--- src/rtl/fetch_queue.sv ---
// In-order instruction fetch queue between fetch and decode.
// Flush has priority over push and pop, and start_i low freezes all state.
module fetch_queue #(
  parameter int DEPTH = 4,
  parameter int AW    = 2
) (
  input  logic          clk_i,
  input  logic          rst_i,
  input  logic          start_i,
  input  logic [31:0]   pc_i,
  input  logic [31:0]   inst_i,
  input  logic          valid_i,
  output logic          stall_o,
  output logic [31:0]   pc_o,
  output logic [31:0]   inst_o,
  output logic          valid_o,
  input  logic          stall_i,
  input  logic          flush_i,
  output logic [AW:0]   count_o
);

  logic [63:0] mem [DEPTH];
  logic [AW-1:0] wp;
  logic [AW-1:0] rp;
  logic [AW:0]   cnt;
  logic          full;
  logic          empty;
  logic          push;
  logic          pop;
  logic          flush;

  assign full    = (cnt == (AW+1)'(DEPTH));
  assign empty   = (cnt == '0);
  assign stall_o = full;
  assign valid_o = !empty;
  assign count_o = cnt;
  assign pc_o    = empty ? 32'h0 : mem[rp][63:32];
  assign inst_o  = empty ? 32'h0 : mem[rp][31:0];

  // Handshakes: fetch pushes when valid_i && !stall_o, and decode pops when
  // valid_o && !stall_i. Both are qualified by start_i and killed by a flush.
  assign flush = start_i & flush_i;
  assign push  = start_i & valid_i & !full & !flush_i;
  assign pop   = start_i & valid_o & !stall_i & !flush_i;

  always_ff @(posedge clk_i) begin
    if (push) mem[wp] <= {pc_i, inst_i};
  end

  always_ff @(posedge clk_i or negedge rst_i) begin
    if (!rst_i) begin
      wp  <= '0;
      rp  <= '0;
      cnt <= '0;
    end else if (flush) begin
      rp  <= wp;
      cnt <= '0;
    end else begin
      if (push) wp <= wp + 1'b1;
      if (pop)  rp <= rp + 1'b1;
      case ({push, pop})
        2'b10:   cnt <= cnt + 1'b1;
        2'b01:   cnt <= cnt - 1'b1;
        default: cnt <= cnt;
      endcase
    end
  end

endmodule

--- config.mk ---
export PLATFORM = sky130hd
export DESIGN_NAME = fetch_queue
export DESIGN_NICKNAME = d
export VERILOG_FILES = /design/src/rtl/fetch_queue.sv
export SDC_FILE = /design/constraint.sdc
export NUM_CORES = 1
export LEC_CHECK = 0
export ABC_CLOCK_PERIOD_IN_PS = 4000
export BUFFER_PORTS_ARGS = -buffer_cell sky130_fd_sc_hd__buf_2
export CAP_MARGIN = 15
export CORE_UTILIZATION = 32
export DETAILED_ROUTE_END_ITERATION = 8
export GPL_ROUTABILITY_DRIVEN = 0
export PLACE_DENSITY = 0.48
export SLEW_MARGIN = 20
export SYNTH_ARGS = -nofsm -noshare
export SYNTH_HDL_FRONTEND = slang
export SYNTH_SLANG_ARGS = --single-unit
--- constraint.sdc ---
create_clock -name clk_i -period 4 [get_ports clk_i]
set_clock_uncertainty 0.2 [all_clocks]
set_input_delay 1.2 -clock clk_i [delete_from_list [all_inputs] [get_ports clk_i]]
set_output_delay 1.2 -clock clk_i [all_outputs]
set_load 0.02 [all_outputs]
Word level (Yosys, flattened, before mapping)
Memory sizes are Yosys's and may differ from the RTL's.
Cells that the tools add are included.
Operators by class
  add/sub/neg operators: 4
  $mul: 0
  divide/modulo/power cells: 0
  order comparisons: 0
  eq/ne operators: 3
  shift operators: 0
  mux-type cells: 8
  bitwise operators: 8
  reductions and logical operators: 8
Operator list (number)
  $mux 32: 2
  $and 1x1->1: 7
  $pmux 3 s2: 1
  $add 2x1->2 const B: 2
  $logic_not 1->1: 4
  $mux 2: 2
  $add 3x1->3 const B: 1
  $eq 3x3->1 const B: 1
  $logic_not 3->1: 1
  $mux 3: 1
  $reduce_bool 3->1: 1
  $sub 3x1->3 const B: 1
  $eq 2x1->1 const B: 1
  $eq 2x2->1 const B: 1
  $mux 1: 2
  $reduce_and 2->1: 1
  $reduce_bool 2->1: 1
  $not 1->1: 1
Word-level totals
  register bits: 7
  bits in latches: 0
  memory bits (writable): 256
  memory bits (read-only): 0
  bits of input ports: 70
  memories: 1
Memories
  mem: depth 4, width 64, read ports 1, clocked after memory_dff 0, wr ports 1, line 22  | logic [63:0] mem [DEPTH];

Longest topological paths before layout
Gate-level depths: netlist of run 1.
  depth in word-level cells: 8
  depth in mapped cells: 9
  depth with buffers taken out: 8

Worst setup path after synthesis of run 1
Ideal clock, no wire load.
  path type: in2reg
  start point: input port start_i
  end point: memory mem[2][0] (enable)
  arrival time: 3196 ps
  data required time: 3371 ps
  path slack: 175 ps
  stages on the path: 4
  buffers on the path: 1
  path through: nor2b_1 and3_1 buf_6 and2_1
Between the ends
  cells in the longest elaborated chain, start to end: 5
Ends and longest elaborated chain
  from (decl): line 9  | input logic start_i,
  $and 1x1->1 (3 in a row): line 43  | assign push = start_i & valid_i & !full & !flush_i;
  $mux 1: line 47  | if (push) mem[wp] <= {pc_i, inst_i};
  $mux 1 (implied by the code): line 47
  to (decl): line 22
Every way passes these cells.

Worst setup path after layout of run 1
  start point: register rp[0]
  end point: output port inst_o[31]
Between the ends
  cells in the longest elaborated chain, start to end: 2
Ends and longest elaborated chain
  from (decl): line 24  | logic [AW-1:0] rp;
  from (signal assigned): line 56  | rp <= wp;
  from (signal assigned): line 60  | if (pop) rp <= rp + 1'b1;
  $mem_v2 4x64
  $mux 32: line 38  | assign inst_o = empty ? 32'h0 : mem[rp][31:0];
  to (decl): line 15  | output logic [31:0] inst_o,
Every way passes these cells.

==> out/qor.tcl, run 1 <==
set qor(drt-initial-drc-count) 284
set qor(floorplan.die_area_sq_um) 32350
set qor(synth_top_area_share_pct) 75.95
set qor(post_synth.cell_area_avg_sq_um) 22.10
set qor(dpl.hpwl_mm) 12.11
set qor(worst_skew_pair_later_pin_latency_ps) 540
set qor(worstPathMaxFanout) 40
set qor(flow.area_growth_from_synthesis_pct) 22.67
set qor(wl_mm) 20.84
set qor(worst_pin_slew_ps) 644.4
set qor(cap_violations) 0
set qor(setup_repair_after_global_routing_missed_its_margin) {false}
set qor(worst_hold_path_type) {input pin to async pin}
set qor(worstSetupEndpointType) {output pin}
set qor(clk_pin_slew_worst_paths_ps) 60
set qor(die_width_um) 179.9
set qor(cts.path.max_buffers) 3
set qor(route.antenna.remaining_nets) 0
set qor(avgRoutedWirePerCell_um) 20.02
set qor(synth.cells.most_frequent) {edfxtp_1, and2_1, mux4_2, clkbuf_1, dfrtp_1}
set qor(grt_start_max_net_pins) 67
set qor(portion_of_the_post_synthesis_area_used_by_sequential_elements_pct) 77.68
set qor(timing.max_slew.rel_slack_pct) 57.04
set qor(violations) {design-rule violations}
set qor(cts_num_sinks) 263
set qor(vias) 4889
set qor(synthDistinctLibCells) 31
set qor(fill_cells) 2747
set qor(synthesis.instances) 458
set qor(post_dp_cell_area_sq_um) 11400
set qor(cellPowerDensity_nw_per_um2) 727.4
set qor(synth_flop_cell) {edfxtp_1}
set qor(syn-num-nets) 533
set qor(post_synthesis_register_bit_count) 263
set qor(post_route_cells_drive_above_1_share_pct) 41.68
set qor(worstPathArrival_ps) 2260
set qor(worst-endpoint-required_ps) 2600
set qor(netlist.top_cell.by_area) {edfxtp_1}
set qor(initial_core_util_pct) 32.83
set qor(yosysMostFrequentCell) {edfxtp_1}
set qor(clock_tree_from_tritoncts) {done}
set qor(run_status) {finished with violations}
set qor(track_usage_pct) 13.25
set qor(fp.dieH_um) 179.9
set qor(post_drt_via_cell_ratio) 4.696
set qor(cts_inserted_buffers) 30
set qor(final_cell_area_sq_um) 12420
set qor(final_min_period_over_clock_period_pct) 91.46
set qor(root_buffer) {clkbuf_16}
set qor(post_cts_buffers) 0
set qor(drc) 18
set qor(floorplan.io_pins) 139
set qor(numPortBuffers) 138
set qor(vdd.ir_drop.worst_mv) 0.7865
set qor(placement_rows) 64
set qor(number_of_global_route_vias_before_repair) 5459
set qor(async_flop_share_pct) 2.662
set qor(setup_violations) 0
set qor(synth_enable_flop_cells) 256
set qor(synth.cell_area_sq_um) 10120
set qor(grt_first_pass_wirelength_mm) 32.42
set qor(coreArea_sq_um) 30830
set qor(maxClockFrequency_mhz) 273.4
set qor(static-leakage-power_nw) 4.325
set qor(timing.final.hold_violations) 0
set qor(start_kind) {flip-flop}
set qor(accumulated_negative_setup_slack_ps) 0
set qor(synthesis.yosys.warnings) 0
set qor(criticalPathCategory) {flip-flop to output pin}
set qor(finalCriticalPeriod_ps) 3658
set qor(cts_max_level) 1
set qor(synthTopCellsByArea) {edfxtp_1, mux4_2, and2_1, dfrtp_1, ha_1}
set qor(global_route.overflow_total) 0
set qor(antenna_found_initial) 2
set qor(firstDrtPassIters) 6
set qor(final_net_count) 694
set qor(timing.final.max_slew_violations) 0
==> report_power, final <==
group | internal, mW | leakage [nW] | switching (mW) | total [mW]
registers | 3.22 | 2.40 | 0.0881 | 3.30
clock network | 1.67 | 0.486 | 1.06 | 2.73
logic | 1.25 | 1.44 | 1.75 | 3.00
total | 6.13 | 4.32 | 2.90 | 9.03
==> final cells by class <==
type | count | area (sq um) | area share [%]
sequential | 263 | 7870 | 63.38
multi-input combinational | 167 | 2156 | 17.36
timing repair buffer | 151 | 863.3 | 6.953
clock buffer | 36 | 794.5 | 6.399
tap | 396 | 495.5 | 3.990
clock inverter | 20 | 207.7 | 1.673
inverter | 6 | 25.02 | 0.2015
antenna | 2 | 5.005 | 0.04031
==> placed cells by master (no fill, tap or decap), types with 5 or more instances in the layout <==
| cell | n |
|---|---|
| edfxtp_1 | 256 |
| buf_2 | 138 |
| mux4_2 | 64 |
| and2_1 | 64 |
| clkbuf_16 | 31 |
| clkinv_1 | 7 |
| buf_4 | 7 |
| clkinv_2 | 6 |
| buf_12 | 6 |
| inv_1 | 5 |
| clkbuf_1 | 5 |
| dfrtp_1 | 5 |
==> per-stage QoR <==
| stage | hold WS (ps) | setup slack [ps] | cells | power [mW] | utilization [%] |
|---|---|---|---|---|---|
| 2_1_floorplan | 346.8 | 175.0 | 458 | 5.390 | - |
| 3_3_place_gp | 325.1 | 665.0 | 983 | 6.410 | 36.98 |
| 3_5_place_dp | 391.4 | 405.5 | 983 | 6.449 | 36.98 |
| 4_1_cts | 266.5 | 121.4 | 1039 | 9.209 | 40.24 |
| 5_1_grt | 278.9 | 238.3 | 1039 | 9.502 | 40.26 |
| 6_report | 291.8 | 341.8 | 1041 | 9.032 | 40.28 |
==> per-layer routing <==
metal | share of wire, % | track usage, % | up-vias
met5 | 0 | 0 | -
met4 | 2.4 | 4.172 | 0
met3 | 6.2 | 3.383 | 39
met2 | 50 | 22.99 | 119
met1 | 41 | 16.15 | 2549
li1 | - | - | 2182
==> cells by family (layout without fill, tap and decap cells) <==
logic type,Yosys count,in the layout,share of synthesized area [%]
XOR/XNOR,4,4,0.3461
flip-flops,263,263,77.68
multiplexers,67,67,14.55
adder cells (fa/ha/maj),5,5,0.6922
other,0,2,0
AND/OR/NAND/NOR,84,84,5.130
AO/OA/AOI/OAI,7,7,0.4326
buffers and inverters,28,213,1.174
==> critical path: stages (launching register included) <==
cell and delay (ps):
dfrtp_4 440, buf_12 300, mux4_2 550, and2_1 200, buf_2 160
==> path summary, 6_finish.rpt <==
kind / start / end / slack [ps] / cells past startpoint
worst max-delay path: rp[0] / inst_o[31] / 340 / 4
worst min-delay path: rst_i / count_o[1] / 290 / 1
worst max register to register: count_o[0] / count_o[2] / 1120 / 8
worst min register to register: wp[1] / rp[1] / 410 / 2
max in group asynchronous: rst_i / rp[0] / 3120 / 1
min in group clk_i: wp[1] / rp[1] / 410 / 2
==> state kept, by name, summed over array words and instances (netlist names) <==
name	count
count_o	3
wp	2
mem	256
rp	2
==> what timing repair did <==
item | in CTS | in global routing
pin swaps | 0 | 0
hold buffers | 0 | 0
cloned | 0 | 0
endpoints found under the setup margin | 13 | 4
resized for setup | 1 | 1
Power figures use the tool's default switching activity.
==> run 2, diff against run 1 <==
CORE_ASPECT_RATIO = 1.25   (was not set)
CTS_CLUSTER_DIAMETER = 80   (was not set)
==> run 2 against run 1 <==
Net effect:
- the run now ends clean
- critical endpoint is now pc_o[25]
- utilization decreased by 0.75 points
- sequential power grew 3%
- critical path depth unchanged
==> out/qor.tcl, run 2 (same netlist as run 1, synthesis figures left out) <==
set qor(critical-path-top-delay-family) {flip-flops}
set qor(wl_mm) 20.69
set qor(accumulated_negative_setup_slack_ps) 0
set qor(worstReg2RegStart) {count_o[0]}
set qor(clk_pin_slew_worst_paths_ps) 60
set qor(hold_slack_ps) 292.3
set qor(post_drt_via_cell_ratio) 4.694
set qor(setup_repair_after_global_routing_missed_its_margin) {false}
set qor(layout_commonest_cell) {edfxtp_1}
set qor(final_net_count) 691
set qor(start_kind) {flip-flop}
set qor(route.antenna.remaining_nets) 0
set qor(drt-initial-drc-count) 227
set qor(dp_slack_ps) 499.9
set qor(cellPowerDensity_nw_per_um2) 699.8
set qor(fill_cells) 2853
set qor(avgRoutedWirePerCell_um) 19.84
set qor(diodes_inserted) 0
set qor(criticalPathCategory) {flip-flop to output pin}
set qor(cts_resized) 0
set qor(timing.final.max_slew_violations) 0
set qor(slowest_delay_ps) 720
set qor(worst_skew_pair_later_pin_latency_ps) 530
set qor(floorplan.die_area_sq_um) 32350
set qor(reg2reg_capture_point) {count_o[2]}
set qor(coreArea_sq_um) 30990
set qor(r2r_slack_ps) 1250
set qor(fp.dieH_um) 200.8
set qor(run_status) {complete, no violations}
set qor(flow.area_growth_from_synthesis_pct) 21.00
set qor(buffers_and_inverters_on_the_worst_path) 2
set qor(timing.final.hold_violations) 0
set qor(final_min_period_over_clock_period_pct) 95.70
set qor(post_route_cells_drive_above_1_share_pct) 40.88
set qor(timing.max_slew.rel_slack_pct) 56.04
set qor(firstDrtPassIters) 4
set qor(post_cts_buffers) 0
set qor(cts_max_level) 1
set qor(global_route.overflow_total) 0
set qor(fin_ws_ps) 172.2
set qor(clock_tree_from_tritoncts) {done}
set qor(finalCriticalPeriod_ps) 3828
set qor(registers.top_by_ff_count) {mem}
set qor(worst_pin_slew_ps) 659.3
set qor(maxClockFrequency_mhz) 261.2
set qor(antenna_found_initial) 1
set qor(cts_num_sinks) 263
set qor(worst-endpoint-required_ps) 2600
set qor(largest_register_ffs) 256
set qor(worstPathArrival_ps) 2430
set qor(worst_hold_path_type) {input pin to async pin}
set qor(drc) 0
set qor(root_buffer) {clkbuf_16}
set qor(post_dp_cell_area_sq_um) 11450
set qor(number_of_global_route_vias_before_repair) 5519
set qor(final_cell_area_sq_um) 12250
set qor(vias) 4896
set qor(postCtsHoldBufs) 0
set qor(static-leakage-power_nw) 4.237
set qor(numPortBuffers) 138
set qor(worstSetupEndpointType) {output pin}
set qor(placement_rows) 72
set qor(grt_first_pass_wirelength_mm) 31.88
set qor(die_width_um) 161.1
set qor(cts_inserted_buffers) 26
set qor(number_of_cells_traversed_by_the_worst_register_to_register_path) 8
set qor(crit_chain) {buf_4 > mux4_2 > and2_1 > buf_2}
set qor(power.total_mw) 8.571
set qor(vdd.ir_drop.worst_mv) 0.3281
set qor(worstPathMaxFanout) 20
set qor(setup_violations) 0
set qor(dpl.hpwl_mm) 12.26
set qor(grt_start_max_net_pins) 67
set qor(cap_violations) 0
set qor(initial_core_util_pct) 32.66
set qor(mostFrequentLayoutCells) {edfxtp_1, buf_2, mux4_2, and2_1, clkbuf_16}
set qor(floorplan.io_pins) 139
set qor(cts.path.max_buffers) 3
set qor(cpMaxStageDelayCell) {dfrtp_4}
set qor(track_usage_pct) 13.13
run 2: changes by cell type in the layout (fill, tap and decap cells not counted):
| cell | before | now |
|---|---|---|
| bufinv_16 | 4 | 1 |
| clkinv_1 | 7 | 8 |
| diode_2 | 2 | 0 |
| clkbuf_16 | 31 | 27 |
| buf_4 | 7 | 6 |
| buf_12 | 6 | 8 |
| clkinvlp_4 | 2 | 1 |
| clkinv_8 | 1 | 0 |
run 2: worst max-delay path by stage:
stage | start | endpoint | cells after the start
2_1_floorplan | start_i | mem[2][0] | 4
3_3_place_gp | count_o[0] | pc_o[3] | 4
3_5_place_dp | start_i | count_o[2] | 9
4_1_cts | rp[0] | pc_o[25] | 4
5_1_grt | rp[0] | pc_o[25] | 4
6_report | rp[0] | pc_o[25] | 4
run 2: final cells by class:
class	count	area, sq um	area share (%)
clock buffers	32	694.4	5.670
clock inverters	16	97.59	0.7968
inverters	6	25.02	0.2043
multi-input cells	167	2156	17.60
flip-flops and latches	263	7870	64.26
well taps	407	509.2	4.158
repair buffers	152	895.9	7.314
run 2: layer usage:
metal	routed length, um	part of all wire [%]	track usage (%)	vias up
met4	408	2.0	4.751	2
met2	11140	54	24.06	118
met3	868	4.2	2.169	28
li1	-	-	-	2172
met5	13	0.063	0	-
met1	8256	40	15.29	2576
run 2: worst register-to-register path: cells and delay by family (launching register included):
kind / cells / cell delay [ps]
AOI/OAI and AO/OA: 2 / 210
adders and majority gates: 1 / 420
muxes: 1 / 290
and+or+nand+nor: 4 / 1120
DFF: 1 / 450
run 2: metrics by stage:
| step | utilization [%] | instances |
|---|---|---|
| after floorplan | - | 458 |
| after global placement | 36.94 | 995 |
| after detailed placement | 36.95 | 995 |
| after CTS | 39.51 | 1043 |
| after global routing | 39.52 | 1043 |
| final | 39.52 | 1043 |
run 2: where the power goes:
group,internal (mW),leakage (nW),switching [mW],total [mW]
logic,1.26,1.45,1.66,2.92
registers,3.21,2.40,0.172,3.39
clock network,1.29,0.389,0.969,2.26
